`config.mk`:
```
export PLATFORM = sky130hd
export DESIGN_NAME = lc3b_mem_responder_flat
export DESIGN_NICKNAME = d
export VERILOG_FILES = /design/src/rtl/lc3b_mem_responder_pkg.sv /design/src/rtl/lc3b_mem_responder_if.sv /design/src/rtl/lc3b_mem_responder_array.sv /design/src/rtl/lc3b_mem_responder.sv /design/src/flat_wrapper.sv
export SDC_FILE = /design/constraint.sdc
export NUM_CORES = 2
export LEC_CHECK = 0
export BUFFER_PORTS_ARGS = -buffer_cell sky130_fd_sc_hd__buf_2
export CAP_MARGIN = 5
export CORE_ASPECT_RATIO = 1.5
export CORE_MARGIN = 5
export CORE_UTILIZATION = 35
export CTS_CLUSTER_SIZE = 24
export DETAILED_ROUTE_END_ITERATION = 12
export PLACE_DENSITY_LB_ADDON = 0.05
export SLEW_MARGIN = 20
export SYNTH_ARGS = -nofsm -noshare
export SYNTH_HDL_FRONTEND = slang
export SYNTH_SLANG_ARGS = --single-unit
```
`constraint.sdc`:
```
create_clock -name clk -period 10.25 [get_ports clk]
set_input_delay 2.05 -clock clk [delete_from_list [all_inputs] [get_ports clk]]
set_output_delay 2.05 -clock clk [all_outputs]
set_load 0.01 [all_outputs]
```
`src/rtl/lc3b_mem_responder_pkg.sv`:
```
// ---------------------------------------------------------------------------
// lc3b_mem_responder_pkg
// Shared types for the LC-3b memory responder slice:
//   lc3b_word       16-bit data/address word
//   lc3b_mem_wmask  2-bit byte-lane write mask ([1] = high byte, [0] = low byte)
//   lc3b_mem_state  responder FSM states
//   addr_oor()      out-of-range check on a byte address for a given index width
// ---------------------------------------------------------------------------
package lc3b_mem_responder_pkg;

    typedef logic [15:0] lc3b_word;
    typedef logic [1:0]  lc3b_mem_wmask;

    localparam lc3b_mem_wmask MEM_WMASK_LO = 2'b01;
    localparam lc3b_mem_wmask MEM_WMASK_HI = 2'b10;
    localparam lc3b_mem_wmask MEM_WMASK_W  = 2'b11;

    typedef enum logic [1:0] {
        mem_idle    = 2'b00,
        mem_wait    = 2'b01,
        mem_resp_st = 2'b10
    } lc3b_mem_state;

    // True when any address bit above the word index is set. Bit 0 is the
    // byte select and bits [aw:1] form the word index.
    function automatic logic addr_oor(input lc3b_word addr, input int unsigned aw);
        lc3b_word upper_s;
        upper_s = addr >> (aw + 32'd1);
        return (upper_s != 16'h0000);
    endfunction

endpackage

```
`src/rtl/lc3b_mem_responder_if.sv`:
```
// ---------------------------------------------------------------------------
// lc3b_mem_responder_if
// LC-3b memory handshake bundle between an initiator (datapath/cache) and a
// memory-side responder.
//   mem_read, mem_write        request strobes, held until mem_resp
//   mem_address, mem_wdata     byte address and write data
//   mem_byte_enable            byte-lane write mask
//   mem_rdata, mem_resp        read data and one-cycle completion pulse
//   mem_err                    present only when LC3B_MEM_OOR_ERR_EN is defined
// Modports: master = initiator side, slave = responder side.
// ---------------------------------------------------------------------------
interface lc3b_mem_responder_if;
    import lc3b_mem_responder_pkg::*;

    logic          mem_read;
    logic          mem_write;
    lc3b_word      mem_address;
    lc3b_word      mem_wdata;
    lc3b_mem_wmask mem_byte_enable;
    lc3b_word      mem_rdata;
    logic          mem_resp;
`ifdef LC3B_MEM_OOR_ERR_EN
    logic          mem_err;
`endif

    modport master (
        output mem_read,
        output mem_write,
        output mem_address,
        output mem_wdata,
        output mem_byte_enable,
        input  mem_rdata,
`ifdef LC3B_MEM_OOR_ERR_EN
        input  mem_err,
`endif
        input  mem_resp
    );

    modport slave (
        input  mem_read,
        input  mem_write,
        input  mem_address,
        input  mem_wdata,
        input  mem_byte_enable,
        output mem_rdata,
`ifdef LC3B_MEM_OOR_ERR_EN
        output mem_err,
`endif
        output mem_resp
    );

endinterface

```
`src/rtl/lc3b_mem_responder_array.sv`:
```
// ---------------------------------------------------------------------------
// lc3b_mem_array
// DEPTH x 16-bit synchronous RAM with per-byte write enables and a registered
// read port. The read register is the only reset state; contents are not
// reset.
//   clk, rst   clock and synchronous active-high reset (read register only)
//   idx        word index shared by write and read
//   we, be     write strobe and byte-lane mask
//   wdata      write data
//   re         load rdata from the addressed word
//   rzero      load rdata with zero (takes priority over re)
//   rdata      registered read data, held between loads
// ---------------------------------------------------------------------------
module lc3b_mem_array
    import lc3b_mem_responder_pkg::*;
#(
    parameter int unsigned DEPTH = 256,
    parameter int unsigned AW    = $clog2(DEPTH)
) (
    input  logic          clk,
    input  logic          rst,
    input  logic [AW-1:0] idx,
    input  logic          we,
    input  lc3b_mem_wmask be,
    input  lc3b_word      wdata,
    input  logic          re,
    input  logic          rzero,
    output lc3b_word      rdata
);

    // Byte lanes kept in separate arrays so each lane writes independently.
    logic [7:0] mem_lo_r [DEPTH];
    logic [7:0] mem_hi_r [DEPTH];
    lc3b_word   rdata_r;

    // Byte-lane write port.
    always_ff @(posedge clk) begin
        if (we && be[0]) begin
            mem_lo_r[idx] <= wdata[7:0];
        end
        if (we && be[1]) begin
            mem_hi_r[idx] <= wdata[15:8];
        end
    end

    // Registered read port; holds its value until the next load.
    always_ff @(posedge clk) begin
        if (rst) begin
            rdata_r <= 16'h0000;
        end else if (rzero) begin
            rdata_r <= 16'h0000;
        end else if (re) begin
            rdata_r <= {mem_hi_r[idx], mem_lo_r[idx]};
        end
    end

    assign rdata = rdata_r;

endmodule

```
`src/rtl/lc3b_mem_responder.sv`:
```
// ---------------------------------------------------------------------------
// lc3b_mem_responder
// Memory-side responder for the LC-3b mem_read/mem_write -> mem_resp
// handshake. Each request is answered LATENCY cycles after the edge that
// samples it, with a one-cycle mem_resp pulse followed by a mandatory IDLE
// cycle.
//   Parameters: DEPTH (words, power of two), LATENCY (1..15)
//   clk        clock, all state on the rising edge
//   rst        synchronous, active-high reset
//   bus        lc3b_mem_responder_if.slave handshake bundle
// Optional feature macro LC3B_MEM_OOR_ERR_EN: addresses whose word index is
// >= DEPTH are rejected (writes dropped, reads return zero) and flagged on
// mem_err during the response cycle. Without it, upper address bits are
// ignored and addresses wrap modulo DEPTH.
// ---------------------------------------------------------------------------
module lc3b_mem_responder
    import lc3b_mem_responder_pkg::*;
#(
    parameter int unsigned DEPTH   = 256,
    parameter int unsigned LATENCY = 4
) (
    input  logic                 clk,
    input  logic                 rst,
    lc3b_mem_responder_if.slave  bus
);

    localparam int unsigned AW     = $clog2(DEPTH);
    localparam logic [3:0]  LAT_M1 = 4'(LATENCY - 32'd1);

    lc3b_mem_state state_r;
    lc3b_mem_state state_next_s;
    logic [3:0]    cnt_r;
    logic [3:0]    cnt_next_s;
    logic          resp_r;

    // Request fields latched at the sampling edge.
    logic          op_wr_r;
    logic [AW-1:0] idx_r;
    lc3b_word      wdata_r;
    lc3b_mem_wmask be_r;
`ifdef LC3B_MEM_OOR_ERR_EN
    logic          oor_r;
    logic          err_r;
`endif

    // Effective request: live inputs while IDLE (needed when LATENCY = 1
    // enters RESP on the sampling edge itself), latched copy otherwise.
    logic          req_s;
    logic          capture_s;
    logic          cur_wr_s;
    logic [AW-1:0] cur_idx_s;
    lc3b_word      cur_wdata_s;
    lc3b_mem_wmask cur_be_s;
    logic          cur_oor_s;
    logic          enter_resp_s;
    logic          arr_we_s;
    logic          arr_re_s;
    logic          arr_rzero_s;
    lc3b_word      arr_rdata_s;

    // Select the request fields that the current cycle acts on.
    always_comb begin
        req_s       = bus.mem_read | bus.mem_write;
        capture_s   = 1'b0;
        cur_wr_s    = op_wr_r;
        cur_idx_s   = idx_r;
        cur_wdata_s = wdata_r;
        cur_be_s    = be_r;
        cur_oor_s   = 1'b0;
        if (state_r == mem_idle) begin
            capture_s   = req_s;
            cur_wr_s    = bus.mem_write;
            cur_idx_s   = bus.mem_address[AW:1];
            cur_wdata_s = bus.mem_wdata;
            cur_be_s    = bus.mem_byte_enable;
`ifdef LC3B_MEM_OOR_ERR_EN
            cur_oor_s   = addr_oor(bus.mem_address, AW);
`endif
        end else begin
`ifdef LC3B_MEM_OOR_ERR_EN
            cur_oor_s   = oor_r;
`endif
        end
    end

    // FSM next-state and latency countdown.
    always_comb begin
        state_next_s = state_r;
        cnt_next_s   = cnt_r;
        case (state_r)
            mem_idle: begin
                if (req_s) begin
                    if (LATENCY == 32'd1) begin
                        state_next_s = mem_resp_st;
                    end else begin
                        state_next_s = mem_wait;
                        cnt_next_s   = LAT_M1;
                    end
                end else begin
                    state_next_s = mem_idle;
                end
            end
            mem_wait: begin
                if (cnt_r == 4'd1) begin
                    state_next_s = mem_resp_st;
                    cnt_next_s   = 4'd0;
                end else begin
                    cnt_next_s   = cnt_r - 4'd1;
                end
            end
            mem_resp_st: begin
                // The IDLE cycle after RESP is unconditional, so a request
                // still held here is never re-captured.
                state_next_s = mem_idle;
                cnt_next_s   = 4'd0;
            end
            default: begin
                state_next_s = mem_idle;
                cnt_next_s   = 4'd0;
            end
        endcase
    end

    // RESP is only ever entered from IDLE or WAIT, so the next state alone
    // marks the commit edge. Reset at that edge drops the access.
    always_comb begin
        enter_resp_s = (state_next_s == mem_resp_st) && !rst;
        arr_we_s     = enter_resp_s &&  cur_wr_s && !cur_oor_s;
        arr_re_s     = enter_resp_s && !cur_wr_s && !cur_oor_s;
        arr_rzero_s  = enter_resp_s && !cur_wr_s &&  cur_oor_s;
    end

    // FSM state, counter and response flags.
    always_ff @(posedge clk) begin
        if (rst) begin
            state_r <= mem_idle;
            cnt_r   <= 4'd0;
            resp_r  <= 1'b0;
`ifdef LC3B_MEM_OOR_ERR_EN
            err_r   <= 1'b0;
`endif
        end else begin
            state_r <= state_next_s;
            cnt_r   <= cnt_next_s;
            resp_r  <= (state_next_s == mem_resp_st);
`ifdef LC3B_MEM_OOR_ERR_EN
            err_r   <= (state_next_s == mem_resp_st) && cur_oor_s;
`endif
        end
    end

    // Latch request fields at the sampling edge; later input changes are ignored.
    always_ff @(posedge clk) begin
        if (rst) begin
            op_wr_r <= 1'b0;
            idx_r   <= '0;
            wdata_r <= 16'h0000;
            be_r    <= 2'b00;
`ifdef LC3B_MEM_OOR_ERR_EN
            oor_r   <= 1'b0;
`endif
        end else if (capture_s) begin
            op_wr_r <= cur_wr_s;
            idx_r   <= cur_idx_s;
            wdata_r <= cur_wdata_s;
            be_r    <= cur_be_s;
`ifdef LC3B_MEM_OOR_ERR_EN
            oor_r   <= cur_oor_s;
`endif
        end
    end

    lc3b_mem_array #(
        .DEPTH (DEPTH),
        .AW    (AW)
    ) u_array (
        .clk   (clk),
        .rst   (rst),
        .idx   (cur_idx_s),
        .we    (arr_we_s),
        .be    (cur_be_s),
        .wdata (cur_wdata_s),
        .re    (arr_re_s),
        .rzero (arr_rzero_s),
        .rdata (arr_rdata_s)
    );

    assign bus.mem_resp  = resp_r;
    assign bus.mem_rdata = arr_rdata_s;
`ifdef LC3B_MEM_OOR_ERR_EN
    assign bus.mem_err   = err_r;
`endif

endmodule
```
`src/flat_wrapper.sv`:
```
// flat-port wrapper written by rule: the top's interface ports become plain ports
module lc3b_mem_responder_flat import lc3b_mem_responder_pkg::*;
#(
    parameter int unsigned DEPTH   = 256,
    parameter int unsigned LATENCY = 4
)
  (clk, rst, bus_mem_read, bus_mem_write, bus_mem_address, bus_mem_wdata, bus_mem_byte_enable, bus_mem_rdata, bus_mem_resp);
  lc3b_mem_responder_if bus_i ();
  input  logic clk;
  input  logic rst;
  input wire logic [$bits(bus_i.mem_read)-1:0] bus_mem_read;
  input wire logic [$bits(bus_i.mem_write)-1:0] bus_mem_write;
  input wire logic [$bits(bus_i.mem_address)-1:0] bus_mem_address;
  input wire logic [$bits(bus_i.mem_wdata)-1:0] bus_mem_wdata;
  input wire logic [$bits(bus_i.mem_byte_enable)-1:0] bus_mem_byte_enable;
  output wire logic [$bits(bus_i.mem_rdata)-1:0] bus_mem_rdata;
  output wire logic [$bits(bus_i.mem_resp)-1:0] bus_mem_resp;
  assign bus_i.mem_read = bus_mem_read;
  assign bus_i.mem_write = bus_mem_write;
  assign bus_i.mem_address = bus_mem_address;
  assign bus_i.mem_wdata = bus_mem_wdata;
  assign bus_i.mem_byte_enable = bus_mem_byte_enable;
  assign bus_mem_rdata = bus_i.mem_rdata;
  assign bus_mem_resp = bus_i.mem_resp;
  lc3b_mem_responder #(.DEPTH(DEPTH), .LATENCY(LATENCY)) u_core (.clk(clk), .rst(rst), .bus(bus_i));
endmodule
```
==> metrics.txt <==
first-pass GRT wire length 811000 um; number of DRC markers in iteration 0 8764; Critical Path AT 6.90 ns; vias in the first global route 98500; pre-CTS worst setup slack 3.20 ns; startpoint class of the critical path input port; setup bufs post-CTS 0; row count 306; pwr dens 216 nW/um^2; unrepaired setup endpoints after global routing no; most common cell after layout, fill and taps aside edfxtp_1; total congestion overflow 0; fraction of registers with async set/reset 0%; Post-Syn Area 163000 um^2; status finished, final reports clean; Sequential Area 124000 um^2; commonest non-fill, non-tap cells in the layout edfxtp_1, nand2_1, nand3_1, nor2_1, clkbuf_16; Layout Skew 0.0636 ns; H-tree depth 5; DIE HEIGHT 845 um; Worst-Margin Slew 1.23 ns; gr usage total 23.8%; CP endpoint kind flop; WS Path Type input port to flop; syn_area_per_cell 14.0 um^2; Post-DRT Antenna Nets 0; WP data required 11.09 ns; clk_lat worst skew 1.02 ns; cts bufs inserted 418; # fillers 43300; register area share after synthesis 76.2%; area of the core 463000 um^2; clock sinks 4146; CP max FO 39; Gate Count Post-Synth 11600; Remaining DRCs 0; Fin. Hold Viols 0; Slew headroom 17.0%; setup_tns 0 ns; Final Wtd Congestion 0.825; Area Growth Syn to Fin 13.2%; Util after Layout 39.8%; fin crit share 59.1%; clock slew at reported path FFs 0.06 ns; total of max-cap violations 0; Yosys Warn Count 0; Netlist cell types 74; number of vias per cell 5.48; Avg WL per Cell 32.5 um; Port Buf Inserts 46; Setup Viol. Count Final 0; DIE AREA 479000 um^2; Min-Delay Path Class flop to flop; clock tree buffer depth 4; post-DP HPWL 360000 um; share of cells above drive strength 1 9.73%; multi-input logic area 35800 um^2; DR pass1 iterations 8; hold buffers post-CTS 0; CTS tree yes; # IOs 55; Vias 99300; Post-synth top flop edfxtp_1; die width 567 um; Net Count, Synth 11700; leakage power total 0.0597 uW; Fmax 165 MHz; worst setup margin 4.19 ns; antenna violations before repair 35; largest net degree at the start of global routing 158; Starting Density 35.1%; register bit total from synthesis 4146; final max-slew violation count 0; clk root buf clkbuf_16; peak supply drop 135 uV; # resized after CTS 0; final net count 11600; Detailed Route WL 589000 um; post-layout minimum cycle time 6.06 ns; Post-synth EDFFs 4096
synth_stat cells, types with 3 or more instances:
cell       count  share of area, %
edfxtp_1    4096                76
o31a_1         3             0.016
nand3_1      981               3.0
buf_2        413               1.3
mux4_2        96               1.3
dfxtp_1       50              0.61
a31oi_1      309               1.2
o41ai_1       14             0.075
nor2_1       607               1.4
nand2_2        3             0.012
o2111ai_1     13             0.070
a21oi_1       49              0.15
nor4_1        21             0.081
or4_1          9             0.041
buf_4         46              0.21
buf_1         60              0.14
a32oi_1      259               1.4
nand2_1     3216               7.4
nor2_2         4             0.015
clkbuf_1     258              0.59
a31o_2        32              0.17
o31ai_2        3             0.023
a221oi_1       8             0.043
a22oi_1       42              0.19
a41oi_1       17             0.091
nand4_1      291               1.1
o21bai_1       4             0.018
or4b_1         3             0.018
nand2b_1      10             0.038
o22ai_1        7             0.027
o211ai_1      25              0.12
nor3_1        44              0.14
a211oi_1      37              0.17
o21a_1         3             0.014
o21ai_1        6             0.018
a32o_1         3             0.018
buf_6          4             0.028
a311oi_1     117              0.63
o21ai_0       23             0.071
and3_1       115              0.44
and2_1         4             0.015
a2111oi_0      6             0.032
mux2i_1      284               1.7
critical path, stage by stage:
cell	delay, ns
buf_2	0.14
or3b_1	0.44
nand2_4	0.37
buf_4	0.62
buf_4	0.58
mux4_2	0.58
o2111ai_1	0.46
nand4_1	0.28
nor4_1	1.06
a31oi_1	0.18
logic make-up after synthesis:
| group | Yosys count | share of synthesized area [%] |
|---|---|---|
| simple gates | 5325 | 13.8 |
| buf+inv | 783 | 2.25 |
| flops | 4146 | 76.2 |
| fa+ha+maj | 2 | 0.0154 |
| compound gates | 1002 | 4.66 |
| mux | 381 | 3.08 |
per-stage QoR:
step,hold WS [ns],cells,power (uW),area (um^2)
3_5_place_dp,0.450,17300,24600,171000
2_1_floorplan,0.437,11600,22400,163000
4_1_cts,0.459,18100,40200,184000
5_1_grt,0.471,18100,41100,184000
6_report,0.457,18100,39800,184000
3_3_place_gp,0.444,17300,24500,170000
layer usage:
layer	wire length, um	share of wire (%)	vias up	GRT usage [%]
met2	307000	52	2836	43.2
met5	13	0.0022	-	0
met1	232000	39	52200	29.2
li1	-	-	43600	-
met4	26100	4.4	2	9.40
met3	24200	4.1	717	2.41
where the power goes:
group	internal [uW]	switching [uW]	total [uW]	leakage (uW)
logic	1070	3920	4980	0.0155
registers	19200	19.2	19200	0.0375
clock network	8940	6700	15600	0.00670
sequential cells by signal (all words and copies together), names as in the netlist:
name                     cells
u_core.u_array.mem_lo_r   2048
u_core.bus.mem_resp          1
u_core.cnt_r                 4
u_core.state_r               2
u_core.u_array.rdata        16
u_core.wdata_r              16
u_core.idx_r                 8
u_core.u_array.mem_hi_r   2048
u_core.op_wr_r               1
u_core.be_r                  2
path summary, 6_finish.rpt:
| path | startpoint | endpoint | slack [ns] | depth (start not counted) |
|---|---|---|---|---|
| min reg2reg | u_core.wdata_r[15] | u_core.wdata_r[15] | 0.46 | 2 |
| min | u_core.wdata_r[15] | u_core.wdata_r[15] | 0.46 | 2 |
| max | bus_mem_address[2] | u_core.u_array.rdata[5] | 4.19 | 10 |
| max reg2reg | u_core.state_r[0] | u_core.u_array.rdata[9] | 4.41 | 12 |
final cells by class:
type | instances | share of cell area (%)
tap | 6160 | 4.18
antenna | 21 | 0.0285
clock buffer | 511 | 6.02
inverter | 2 | 0.00407
multi-input combinational | 6710 | 19.4
timing repair buffer | 328 | 1.64
clock inverter | 253 | 1.40
sequential | 4146 | 67.3
(Power assumes the default switching activity.)
